**config.mk**
```make
export PLATFORM = sky130hd
export DESIGN_NAME = iob_cnsl_responder
export DESIGN_NICKNAME = d
export VERILOG_FILES = /design/src/rtl/iob_cnsl_responder_pkg.sv /design/src/rtl/iob_cnsl_fifo.sv /design/src/rtl/iob_cnsl_responder.sv
export SDC_FILE = /design/constraint.sdc
export NUM_CORES = 1
export LEC_CHECK = 0
export CORE_MARGIN = 1
export CORE_UTILIZATION = 49
export DETAILED_ROUTE_END_ITERATION = 10
export PLACE_DENSITY = 0.83
export SLEW_MARGIN = 20
export SYNTH_ARGS = -nofsm -noshare
export SYNTH_HDL_FRONTEND = slang
export SYNTH_HIERARCHICAL = 1
export SYNTH_SLANG_ARGS = --single-unit
```
**constraint.sdc**
```tcl
create_clock -name clk -period 4.3 [get_ports clk]
set_clock_uncertainty 0.2 [all_clocks]
set_input_delay 1.075 -clock clk [delete_from_list [all_inputs] [get_ports clk]]
set_output_delay 1.075 -clock clk [all_outputs]
set_load 0.01 [all_outputs]
```
**src/rtl/iob_cnsl_responder_pkg.sv**
```systemverilog
// +----------------------------------------------------------------------------+
// | iob_cnsl_responder_pkg                                                     |
// | Register map and STATUS field layout shared by the console responder.      |
// | Revision: 1.0                                                              |
// +----------------------------------------------------------------------------+
`default_nettype none

package iob_cnsl_responder_pkg;

  localparam int unsigned REG_TXDATA    = 0;
  localparam int unsigned REG_RXDATA    = 1;
  localparam int unsigned REG_TXREADY   = 2;
  localparam int unsigned REG_RXREADY   = 3;
  localparam int unsigned REG_SOFTRESET = 4;
  localparam int unsigned REG_STATUS    = 5;

  localparam int unsigned STATUS_TX_LSB  = 0;
  localparam int unsigned STATUS_RX_LSB  = 8;
  localparam int unsigned STATUS_OVF_BIT = 16;
  localparam int unsigned STATUS_W       = 17;

  function automatic logic [STATUS_W-1:0] pack_status(input logic ovf,
                                                      input logic [7:0] rx_cnt,
                                                      input logic [7:0] tx_cnt);
    logic [STATUS_W-1:0] s;
    s = '0;
    s[STATUS_OVF_BIT]              = ovf;
    s[STATUS_RX_LSB +: 8]          = rx_cnt;
    s[STATUS_TX_LSB +: 8]          = tx_cnt;
    return s;
  endfunction

endpackage

`default_nettype wire

```
**src/rtl/iob_cnsl_fifo.sv**
```systemverilog
// +----------------------------------------------------------------------------+
// | iob_cnsl_fifo                                                              |
// | Synchronous FIFO with flush; push and pop may coincide even when full.     |
// | Revision: 1.0                                                              |
// +----------------------------------------------------------------------------+
`default_nettype none

module iob_cnsl_fifo #(
  parameter int DEPTH = 4,
  parameter int WIDTH = 8
) (
  input  logic                     clk,
  input  logic                     rst,
  input  logic                     flush,
  input  logic                     push,
  input  logic [WIDTH-1:0]         din,
  input  logic                     pop,
  output logic [WIDTH-1:0]         dout,
  output logic                     full,
  output logic                     empty,
  output logic [$clog2(DEPTH):0]   count
);

  localparam int AW = $clog2(DEPTH);

  logic [WIDTH-1:0] mem [DEPTH];
  logic [AW-1:0]    rd_ptr;
  logic [AW-1:0]    wr_ptr;
  logic             push_ok;
  logic             pop_ok;

  assign full    = (count == (AW+1)'(DEPTH));
  assign empty   = (count == '0);
  assign pop_ok  = pop & ~empty;
  // A pop in the same cycle frees the slot, so a push into a full FIFO still lands.
  assign push_ok = push & (~full | pop_ok);
  assign dout    = mem[rd_ptr];

  always_ff @(posedge clk) begin
    if (rst || flush) begin
      rd_ptr <= '0;
      wr_ptr <= '0;
      count  <= '0;
    end else begin
      if (push_ok) wr_ptr <= wr_ptr + 1'b1;
      if (pop_ok)  rd_ptr <= rd_ptr + 1'b1;
      case ({push_ok, pop_ok})
        2'b10:   count <= count + 1'b1;
        2'b01:   count <= count - 1'b1;
        default: count <= count;
      endcase
    end
  end

  always_ff @(posedge clk) begin
    if (push_ok) mem[wr_ptr] <= din;
  end

endmodule

`default_nettype wire

```
**src/rtl/iob_cnsl_responder.sv**
```systemverilog
// +----------------------------------------------------------------------------+
// | iob_cnsl_responder                                                         |
// | Native-bus console register file over TX/RX byte FIFOs.                    |
// | Optional: CNSL_STATUS_EN enables STATUS register and TX overflow flag.     |
// | Revision: 1.0                                                              |
// +----------------------------------------------------------------------------+
`default_nettype none

module iob_cnsl_responder
  import iob_cnsl_responder_pkg::*;
#(
  parameter int DATA_W     = 32,
  parameter int ADDR_W     = 3,
  parameter int FIFO_DEPTH = 4
) (
  input  logic              clk,
  input  logic              rst,
  input  logic              iob_valid,
  input  logic [ADDR_W-1:0] iob_addr,
  input  logic [DATA_W-1:0] iob_wdata,
  input  logic [3:0]        iob_wstrb,
  output logic [DATA_W-1:0] iob_rdata,
  output logic              iob_ready,
  output logic [7:0]        tx_data,
  output logic              tx_valid,
  input  logic              tx_ready,
  input  logic [7:0]        rx_data,
  input  logic              rx_valid,
  output logic              rx_ready
);

  localparam int CNT_W = $clog2(FIFO_DEPTH) + 1;

  logic             is_write;
  logic             tx_push, tx_pop, rx_push, rx_pop, flush;
  logic             tx_full, tx_empty, rx_full, rx_empty;
  logic [7:0]       rx_head;
  logic [CNT_W-1:0] tx_cnt, rx_cnt;
  logic [STATUS_W-1:0] status_word;
  logic [DATA_W-1:0]   rd_next;
  logic                unused_wdata;

  assign is_write = |iob_wstrb;
  assign tx_push  = iob_valid & is_write & iob_wstrb[0] & (iob_addr == ADDR_W'(REG_TXDATA));
  assign rx_pop   = iob_valid & ~is_write & ~rx_empty & (iob_addr == ADDR_W'(REG_RXDATA));
  assign flush    = iob_valid & is_write & iob_wdata[0] & (iob_addr == ADDR_W'(REG_SOFTRESET));
  assign tx_pop   = tx_valid & tx_ready;
  assign rx_push  = rx_valid & rx_ready;
  assign tx_valid = ~tx_empty;
  assign rx_ready = ~rx_full;
  assign unused_wdata = ^iob_wdata[DATA_W-1:8];

  iob_cnsl_fifo #(.DEPTH(FIFO_DEPTH), .WIDTH(8)) u_tx_fifo (
    .clk(clk), .rst(rst), .flush(flush),
    .push(tx_push), .din(iob_wdata[7:0]), .pop(tx_pop), .dout(tx_data),
    .full(tx_full), .empty(tx_empty), .count(tx_cnt)
  );

  iob_cnsl_fifo #(.DEPTH(FIFO_DEPTH), .WIDTH(8)) u_rx_fifo (
    .clk(clk), .rst(rst), .flush(flush),
    .push(rx_push), .din(rx_data), .pop(rx_pop), .dout(rx_head),
    .full(rx_full), .empty(rx_empty), .count(rx_cnt)
  );

`ifdef CNSL_STATUS_EN
  logic tx_ovf;

  // A byte is only lost when the FIFO is full and the stream side frees nothing this cycle.
  always_ff @(posedge clk) begin
    if (rst || flush)                    tx_ovf <= 1'b0;
    else if (tx_push && tx_full && !tx_pop) tx_ovf <= 1'b1;
  end

  assign status_word = pack_status(tx_ovf, 8'(rx_cnt), 8'(tx_cnt));
`else
  logic unused_cnt;
  assign unused_cnt  = ^{tx_cnt, rx_cnt};
  assign status_word = '0;
`endif

  always_comb begin
    rd_next = '0;
    if (!is_write) begin
      case (iob_addr)
        ADDR_W'(REG_RXDATA):  rd_next[7:0] = rx_empty ? 8'h00 : rx_head;
        ADDR_W'(REG_TXREADY): rd_next[0]   = ~tx_full;
        ADDR_W'(REG_RXREADY): rd_next[0]   = ~rx_empty;
        ADDR_W'(REG_STATUS):  rd_next[STATUS_W-1:0] = status_word;
        default:              rd_next = '0;
      endcase
    end
  end

  always_ff @(posedge clk) begin
    if (rst) begin
      iob_ready <= 1'b0;
      iob_rdata <= '0;
    end else begin
      iob_ready <= iob_valid;
      if (iob_valid) iob_rdata <= rd_next;
    end
  end

endmodule

`default_nettype wire
```
-- After elaboration in Yosys (flattened, before gate mapping)
Memory sizes are Yosys's and may differ from the RTL's. A register that Yosys moved wholly into a read port is not among the register bits.
Index checks and enable logic that the tools add are counted.
- add/sub/neg operators: 8
- eq/ne operators: 10
- mux-type cells: 14
- bitwise logic cells: 21
- reduce and logical (&&, ||, !) cells: 7
- operator list (kind ; number):
    8-bit two-way mux ; 2
    1-bit bitwise AND ; 14
    3-bit case mux with 2 select lines ; 2
    3-bit == test (second input constant) ; 3
    3-bit zero test ; 3
    2-bit by 1-bit adder with 2-bit output (second input constant) ; 4
    2-bit two-way mux ; 4
    7-bit two-way mux ; 1
    3-bit by 1-bit adder with 3-bit output (second input constant) ; 2
    3-bit by 2-bit == test with 1-bit output (second input constant) ; 2
    3-bit by 1-bit subtractor with 3-bit output (second input constant) ; 2
    1-bit NOT ; 5
    2-bit by 1-bit == test with 1-bit output (second input constant) ; 2
    2-bit == test (second input constant) ; 2
    1-bit two-way mux ; 4
    2-bit nonzero test ; 2
    4-bit OR reduction ; 1
    3-bit by 1-bit == test with 1-bit output (second input constant) ; 1
    1-bit case mux with 3 select lines ; 1
    1-bit bitwise OR ; 2
    1-bit logical OR ; 1
- bits in registers: 47
- RAM bits: 64
- output and inout port bits: 43
- logic and storage cells: 70
- memories kept: 2
- memories (name ; depth ; width ; rd ports ; clocked after memory_dff ; write ports ; RTL line ; source):
    u_rx_fifo.mem ; 4 ; 8 ; 1 ; 1 ; 1 ; iob_cnsl_fifo.sv:26 ; logic [WIDTH-1:0] mem [DEPTH];
    u_tx_fifo.mem ; 4 ; 8 ; 1 ; 1 ; 1 ; iob_cnsl_fifo.sv:26 ;

-- Logic depth before layout (Yosys ltp)
Gate-level depths: netlist (run 1).
- word-level depth: 10
- gate-level depth with buffers: 15
- gate-level depth less buffers: 13

-- By module
Netlist (run 1), hierarchy kept.
- modules (own cells, without submodules) (module ; times used ; cells an instance ; area each (µm²)):
    iob_cnsl_fifo ; 2 ; 98 ; 1645.3
    iob_cnsl_responder ; 1 ; 79 ; 656.9

-- Worst setup path after synthesis (run 1)
Ideal clock, no wire load.
- kind: input to register
- from: input iob_wstrb[1]
- to: register u_rx_fifo.count[2]
- data arrival time: 3.737 ns
- required time: 4.030 ns
- path slack: 0.293 ns
- cell stages on the path: 11
- path through: or4_4 -> or4_4 -> buf_6 -> nor2_1 -> nor2b_1 -> ha_1 -> inv_1 -> fa_1 -> xor2_1 -> or3_1 -> a21oi_1
- cells in the longest elaborated chain, start to end: 10
- elaborated cells on any way between the ends: 16
- those cells by class: 2 x eq/ne; 1 x mux; 10 x bitwise; 3 x reduce/logical
- RTL lines (element ; RTL line ; source):
    from (decl) ; iob_cnsl_responder.sv:21 ; input logic [3:0] iob_wstrb,
    4-bit OR reduction (*) ; iob_cnsl_responder.sv:43 ; assign is_write = |iob_wstrb;
    1-bit NOT (*) ; iob_cnsl_responder.sv:45 ; assign rx_pop = iob_valid & ~is_write & ~rx_empty & (iob_addr == ADDR_W'(REG_RXDATA));
    1-bit bitwise AND (*) (3 in a row) ; iob_cnsl_responder.sv:45 ;
    via rx_pop ; iob_cnsl_responder.sv:35 ; logic tx_push, tx_pop, rx_push, rx_pop, flush;
    1-bit bitwise AND (*) ; iob_cnsl_fifo.sv:34 ; assign pop_ok = pop & ~empty;
    via u_rx_fifo.pop_ok ; iob_cnsl_fifo.sv:30 ; logic pop_ok;
    1-bit bitwise OR ; iob_cnsl_fifo.sv:36 ; assign push_ok = push & (~full | pop_ok);
    1-bit bitwise AND ; iob_cnsl_fifo.sv:36 ;
    2-bit by 1-bit == test with 1-bit output or 2-bit == test (tied branches) ; iob_cnsl_fifo.sv:47 ; case ({push_ok, pop_ok})
    3-bit case mux with 2 select lines or 2-bit nonzero test (tied branches) ; n/a ;
    to (signal assigned) ; iob_cnsl_fifo.sv:48 ; 2'b10: count <= count + 1'b1;
    to (signal assigned) ; iob_cnsl_fifo.sv:49 ; 2'b01: count <= count - 1'b1;
    to (signal assigned) ; iob_cnsl_fifo.sv:50 ; default: count <= count;
    to (decl) ; iob_cnsl_fifo.sv:21 ; output logic [$clog2(DEPTH):0] count
Mark *: on every way through the listed nets, which the timed path passes. The rest lies on a longest branch.
A chain may end at the register's enable or synchronous reset.

-- Worst setup path in the final report (run 1)
- from: input iob_wstrb[0]
- to: register u_rx_fifo.count[2]
The elaborated chain is that of the path after synthesis.

==> impl_metrics.ini, run 1 <==
[synth]
yosys_warnings = 6
synth_top_area_share_pct = 48.7
synth_edf_count = 64
synth.distinct_cells = 35
synth_compound_area_share_pct = 5.74
netlist_top_cells_area = edfxtp_1, dfxtp_1, mux4_2
yosysTopAreaCell = edfxtp_1
synthTopCellsByCount = edfxtp_1, dfxtp_1, buf_4, mux4_2, inv_1
avgSynthCellArea_um2 = 14.4
ys_async_sr_fraction_pct = 0
synth-simple-area-share_pct = 9.95
ys.flop_type = edfxtp_1
muxShareOfSynthArea_pct = 9.13
syn_inst = 275
synth_seq_cells = 91
netlist_area_um2 = 3950
yosysSeqAreaShare_pct = 62.4
synthAdderAreaFrac_pct = 4.18
synth_top_family_by_area = simple AND/OR/NAND/NOR gates
synth-xor-area-share_pct = 0.887
post-synth-top-count-cell = edfxtp_1

[routing]
via_per_inst = 5.11
ant_nets = 0
drc_errors = 0
wl_per_cell_um = 15.2
dr.pass1.iters = 4
wl_um = 6690
vias = 2243
drtIter0Drc = 84

[timing]
rsz0062_at_grt = no
final_max_slew_viol_count = 0
timing.final.crit_share_pct = 97.1
timing.final.ws_setup_ns = 0.125
max_freq_mhz = 240
tightest_slew_ns = 0.652
fin_crit_ns = 4.18
relSlewSlack_pct = 56.4
final-setup-viol-count = 0
finalHoldViolations = 0

[clock_network]
clock_latency_ns = 0.36
cts_tree = done
clk_pin_slew_ns = 0.09
cts_made_buffers = 9
h-tree-depth = 3
cts_resized = 0
cts_sinks = 91
clockBufferDepth = 2
cts_hold_buf = 0
cts_root_buffer = clkbuf_8
cts_setup_buffers = 0

[global_route]
grt_pass1_vias = 2284
overflow = 0
grt_start_max_net_pins = 20
grt_antenna_before_repair = 0
grt_usage_pct = 16.9
grt_pass1_wl_um = 10700

[place]
port_buffers = 46
dpl.hpwl_um = 4870
place_congestion = 0.758
placed_area_um2 = 4480
place_ws_ns = -0.197

[power_and_ir_drop]
p_leak_nw = 1.64
irDropWorstVdd_mv = 0.194
p_per_area_nw_per_um2 = 349

[final_layout]
final_nets = 396
synthToLayoutAreaGrowth_pct = 18.5
antenna_cells = 0
postLayoutCellArea_um2 = 4680
final_layout_size_suffix_gt1_share_pct = 17.8

[hold_path]
worstHoldPathType = reg -> reg

[die]
fp.coreArea_um2 = 7770
start_util_pct = 50.8
num_rows = 32
io_pins = 95
dieArea_um2 = 8420
die_y_um = 91.8
dieWidth_um = 91.8

[setup_path]
critPathKind = in -> reg
r2r_slack_ns = 0.93
crit_arrival_ns = 4.27
cp-end-kind = flop
startpoint = iob_wstrb[0]
crit_end = u_rx_fifo/count[2]$_SDFFE_PP0P_
r2r_cells = 13
timing.rr.start = u_rx_fifo/count[2]$_SDFFE_PP0P_
worstPathRequired_ns = 4.39
cp-start-kind = input pin
r2r-end = u_rx_fifo/count[2]$_SDFFE_PP0P_
crit_fanout = 4

[status]
status = finished clean

[run]
maxCapViolations = 0
==> cell usage in the layout, fill, tap and decap left out, types with 11 or more instances in the layout <==
cell	synthesis	final
edfxtp_1	64	64
buf_4	24	13
conb_1	1	24
inv_1	15	15
dfxtp_1	27	27
nor2_1	11	11
nand2_1	12	12
mux4_2	16	16
clkdlybuf4s50_1	0	46
==> area by class of cell <==
cell class	count	area, µm²
Clock buffer	9	124
Clock inverter	7	73.8
Fill cell	598	3090
Inverter	17	63.8
Multi-Input combinational cell	154	1270
Sequential cell	91	2460
Tap cell	102	128
Timing Repair Buffer	59	558
==> worst min-delay path by stage <==
stage                                startpoint                          endpoint  slack (ns)  cells after the start
2_1_floorplan  u_rx_fifo/rd_ptr[1]$_SDFFE_PP0P_                              flop        0.26                      2
3_3_place_gp   u_rx_fifo/rd_ptr[0]$_SDFFE_PP0P_  u_rx_fifo/rd_ptr[0]$_SDFFE_PP0P_        0.27                      2
3_5_place_dp   u_tx_fifo/rd_ptr[1]$_SDFFE_PP0P_                              flop        0.28                      2
4_1_cts        u_tx_fifo/rd_ptr[1]$_SDFFE_PP0P_                              flop        0.30                      2
5_1_grt               iob_rdata[1]$_SDFFE_PP0P_         iob_rdata[1]$_SDFFE_PP0P_        0.31                      2
6_report       u_tx_fifo/rd_ptr[1]$_SDFFE_PP0P_  u_tx_fifo/rd_ptr[1]$_SDFFE_PP0P_        0.30                      2
==> logic make-up after synthesis <==
kind of cell / count (synthesis)
compound gates: 29
xor+xnor: 4
fa+ha+maj: 12
buf+inv: 53
flops: 91
mux: 16
other cells: 1
simple gates: 69
==> critical path: stages <==
cell and delay (ns):
clkdlybuf4s50_1 0.44, or4_4 0.55, or4_4 0.50, nor2_1 0.21, nor2b_1 0.25, ha_1 0.21
inv_1 0.06, fa_1 0.37, xor2_1 0.16, or3_1 0.31, a21oi_1 0.14
==> through the flow <==
stage | utilization [%] | TNS (ns) | total power, mW | hold slack [ns] | cells
final | 60.2 | 0 | 1.63 | 0.298 | 439
after global routing | 60.2 | 0 | 1.69 | 0.314 | 439
after CTS | 60.2 | 0 | 1.65 | 0.300 | 439
after detailed placement | 57.7 | -0.197 | 1.09 | 0.283 | 423
after global placement | 57.7 | -0.130 | 1.09 | 0.273 | 423
after floorplan | - | 0 | 1.05 | 0.259 | 298
==> routing by layer <==
metal  part of all wire [%]  track usage, %  vias to the layer above
met5                      0               0                        -
met4                    1.2            7.16                        0
met3                    5.3            4.81                        6
met2                     52            29.5                       58
met1                     41            19.5                     1099
li1                       -               -                     1080
==> power breakdown <==
part           internal (mW)  total, mW  switching [mW]
combinational         0.0500      0.110          0.0600
clock                  0.230      0.561           0.331
sequential             0.955      0.962         0.00718
total                   1.24       1.63           0.398
==> sequential cells by signal, indices dropped and copies added, names as in the netlist, 2 cells and up, named ones only <==
name	flops
u_rx_fifo/mem	32
u_tx_fifo/mem	32
u_rx_fifo/count	3
u_tx_fifo/wr_ptr	2
u_tx_fifo/rd_ptr	2
iob_rdata	8
u_tx_fifo/count	3
u_rx_fifo/wr_ptr	2
u_rx_fifo/rd_ptr	2
No activity file was read; power rests on OpenSTA's default activity.
==> run 2, diff against run 1 <==
--- a/config.mk
+++ b/config.mk
@@ -5,6 +5,7 @@
 export SDC_FILE = /design/constraint.sdc
 export NUM_CORES = 1
 export LEC_CHECK = 0
+export CORE_ASPECT_RATIO = 1.25
 export CORE_MARGIN = 1
 export CORE_UTILIZATION = 49
 export DETAILED_ROUTE_END_ITERATION = 10
==> impl_metrics.ini, run 2 (synthesis gave the netlist of run 1 again) <==
[routing]
drtIter0Drc = 93
dr.pass1.iters = 4
wl_um = 6740
wl_per_cell_um = 15.5
ant_nets = 0
via_per_inst = 5.20
vias = 2258
drc_errors = 0

[timing]
final-setup-viol-count = 0
fin_crit_ns = 4.17
fin_tns_setup_ns = 0
max_freq_mhz = 240
finalHoldViolations = 0
final_max_slew_viol_count = 0
tightest_slew_ns = 0.657
rsz0062_at_grt = no
timing.final.ws_setup_ns = 0.130
relSlewSlack_pct = 56.1
timing.final.crit_share_pct = 97.0

[clock_network]
cts_setup_buffers = 0
cts_made_buffers = 9
clock_latency_ns = 0.35
h-tree-depth = 3
cts_sinks = 91
clockBufferDepth = 2
cts_root_buffer = clkbuf_8
clk_pin_slew_ns = 0.08
cts_tree = done

[final_layout]
reg_top3 = u_rx_fifo/mem x32, u_tx_fifo/mem x32, iob_rdata x8
multi_input_area_um2 = 1270
n_fill_cell = 601
final_common_cell = edfxtp_1
synthToLayoutAreaGrowth_pct = 18.5
layout_common_cells = edfxtp_1, clkdlybuf4s50_1, dfxtp_1
antenna_cells = 0
final_layout_size_suffix_gt1_share_pct = 17.7
postLayoutCellArea_um2 = 4680
seqCellArea_um2 = 2460
final_nets = 398

[setup_path]
cp_num_buf_inv = 2
crit_fanout = 3
critPathTopFamily = simple AND/OR/NAND/NOR gates
cp-start-kind = input pin
cp-end-kind = flop
cp_cell_sequence = clkdlybuf4s50_1 -> or4_4 -> or4_4 -> nor2_1 -> nor2b_2 -> ha_1 -> inv_1 -> fa_1 -> xor2_1 -> or3_1 -> a21oi_1
crit_path_frequent_cell = or4_4
slowest_delay_ns = 0.57
worstPathRequired_ns = 4.39
slowest_stage = or4_4
critPathKind = in -> reg
crit_arrival_ns = 4.26

[die]
io_pins = 95
die_y_um = 102
dieWidth_um = 82.3
num_rows = 36
dieArea_um2 = 8420
start_util_pct = 50.7
fp.coreArea_um2 = 7790

[place]
dpl.hpwl_um = 4960
placed_area_um2 = 4490
place_ws_ns = -0.233
port_buffers = 46
place_congestion = 0.747

[global_route]
met3_usage_pct = 5.18
overflow = 0
grt_start_max_net_pins = 16
grt_usage_pct = 17.8
grt_use_met2_pct = 30.4
use_met1_pct = 20.4
grt_pass1_vias = 2303
gr-max-usage-layer = met2
grt_pass1_wl_um = 10800
grt_antenna_before_repair = 0

[power_and_ir_drop]
p_leak_nw = 1.64
irDropWorstVdd_mv = 0.256
p_per_area_nw_per_um2 = 348

[hold_path]
worstHoldPathType = reg -> reg

[status]
status = finished clean

[run]
maxCapViolations = 0
[run 2: path summary, 6_finish.rpt]
kind	depth (start not counted)	to	slack, ns	from
max	11	u_rx_fifo/count[2]$_SDFFE_PP0P_	0.13	iob_wstrb[0]
min	2	u_tx_fifo/rd_ptr[1]$_SDFFE_PP0P_	0.29	u_tx_fifo/rd_ptr[1]$_SDFFE_PP0P_
max reg2reg	14	u_rx_fifo/count[2]$_SDFFE_PP0P_	0.80	u_rx_fifo/count[2]$_SDFFE_PP0P_
min reg2reg	2	u_tx_fifo/rd_ptr[1]$_SDFFE_PP0P_	0.29	u_tx_fifo/rd_ptr[1]$_SDFFE_PP0P_
[run 2: timing repair]
| item | CTS | global route |
|---|---|---|
| resized for setup | 0 | 1 |
| endpoints found under the setup margin | 0 | 1 |
| hold endpoints to repair | 0 | 0 |
| hold buffers | 0 | 0 |
[run 2: report_power, final]
| group | leakage (nW) | internal [mW] | total (mW) | switching (mW) |
|---|---|---|---|---|
| Sequential | 0.800 | 0.955 | 0.962 | 0.00736 |
| Combinational | 0.752 | 0.0522 | 0.113 | 0.0611 |
| Clock | 0.0909 | 0.267 | 0.551 | 0.284 |
[run 2: tightest hold or removal path: cells and delay by family, from the launching register on]
kind | cells | cell delay (ns)
flops | 1 | 0.31
compound gates | 2 | 0.13
[run 2: layer usage]
layer / routed length [µm] / vias to the layer above / part of all wire, %
met5: 0 / - / 0
met4: 163 / 0 / 2.4
met3: 311 / 12 / 4.6
met2: 3520 / 70 / 52
met1: 2740 / 1094 / 41
li1: - / 1082 / -
[run 2: per-stage QoR]
stage / utilization [%] / hold WS [ns] / cells / total power [mW]
floorplan: - / 0.259 / 298 / 1.05
global placement: 57.6 / 0.268 / 418 / 1.09
detailed placement: 57.6 / 0.274 / 418 / 1.10
CTS: 60.0 / 0.291 / 434 / 1.64
global route: 60.0 / 0.313 / 434 / 1.69
finish: 60.0 / 0.294 / 434 / 1.63
[run 2: area by class of cell]
| class | count | share of cell area (%) |
|---|---|---|
| flip-flops and latches | 91 | 52.6 |
| clock inverters | 5 | 1.18 |
| well taps | 95 | 2.54 |
| inverters | 17 | 1.36 |
| multi-input cells | 154 | 27.2 |
| repair buffers | 61 | 12.3 |
| clock buffers | 11 | 2.81 |
==> run 3, diff against run 2 <==
--- a/config.mk
+++ b/config.mk
@@ -8,6 +8,7 @@
 export CORE_ASPECT_RATIO = 1.25
 export CORE_MARGIN = 1
 export CORE_UTILIZATION = 49
+export CTS_CLUSTER_SIZE = 12
 export DETAILED_ROUTE_END_ITERATION = 10
 export PLACE_DENSITY = 0.83
 export SLEW_MARGIN = 20
==> results of run 3 <==
The final DEF is identical to that of run 2; final timing and power are the same.
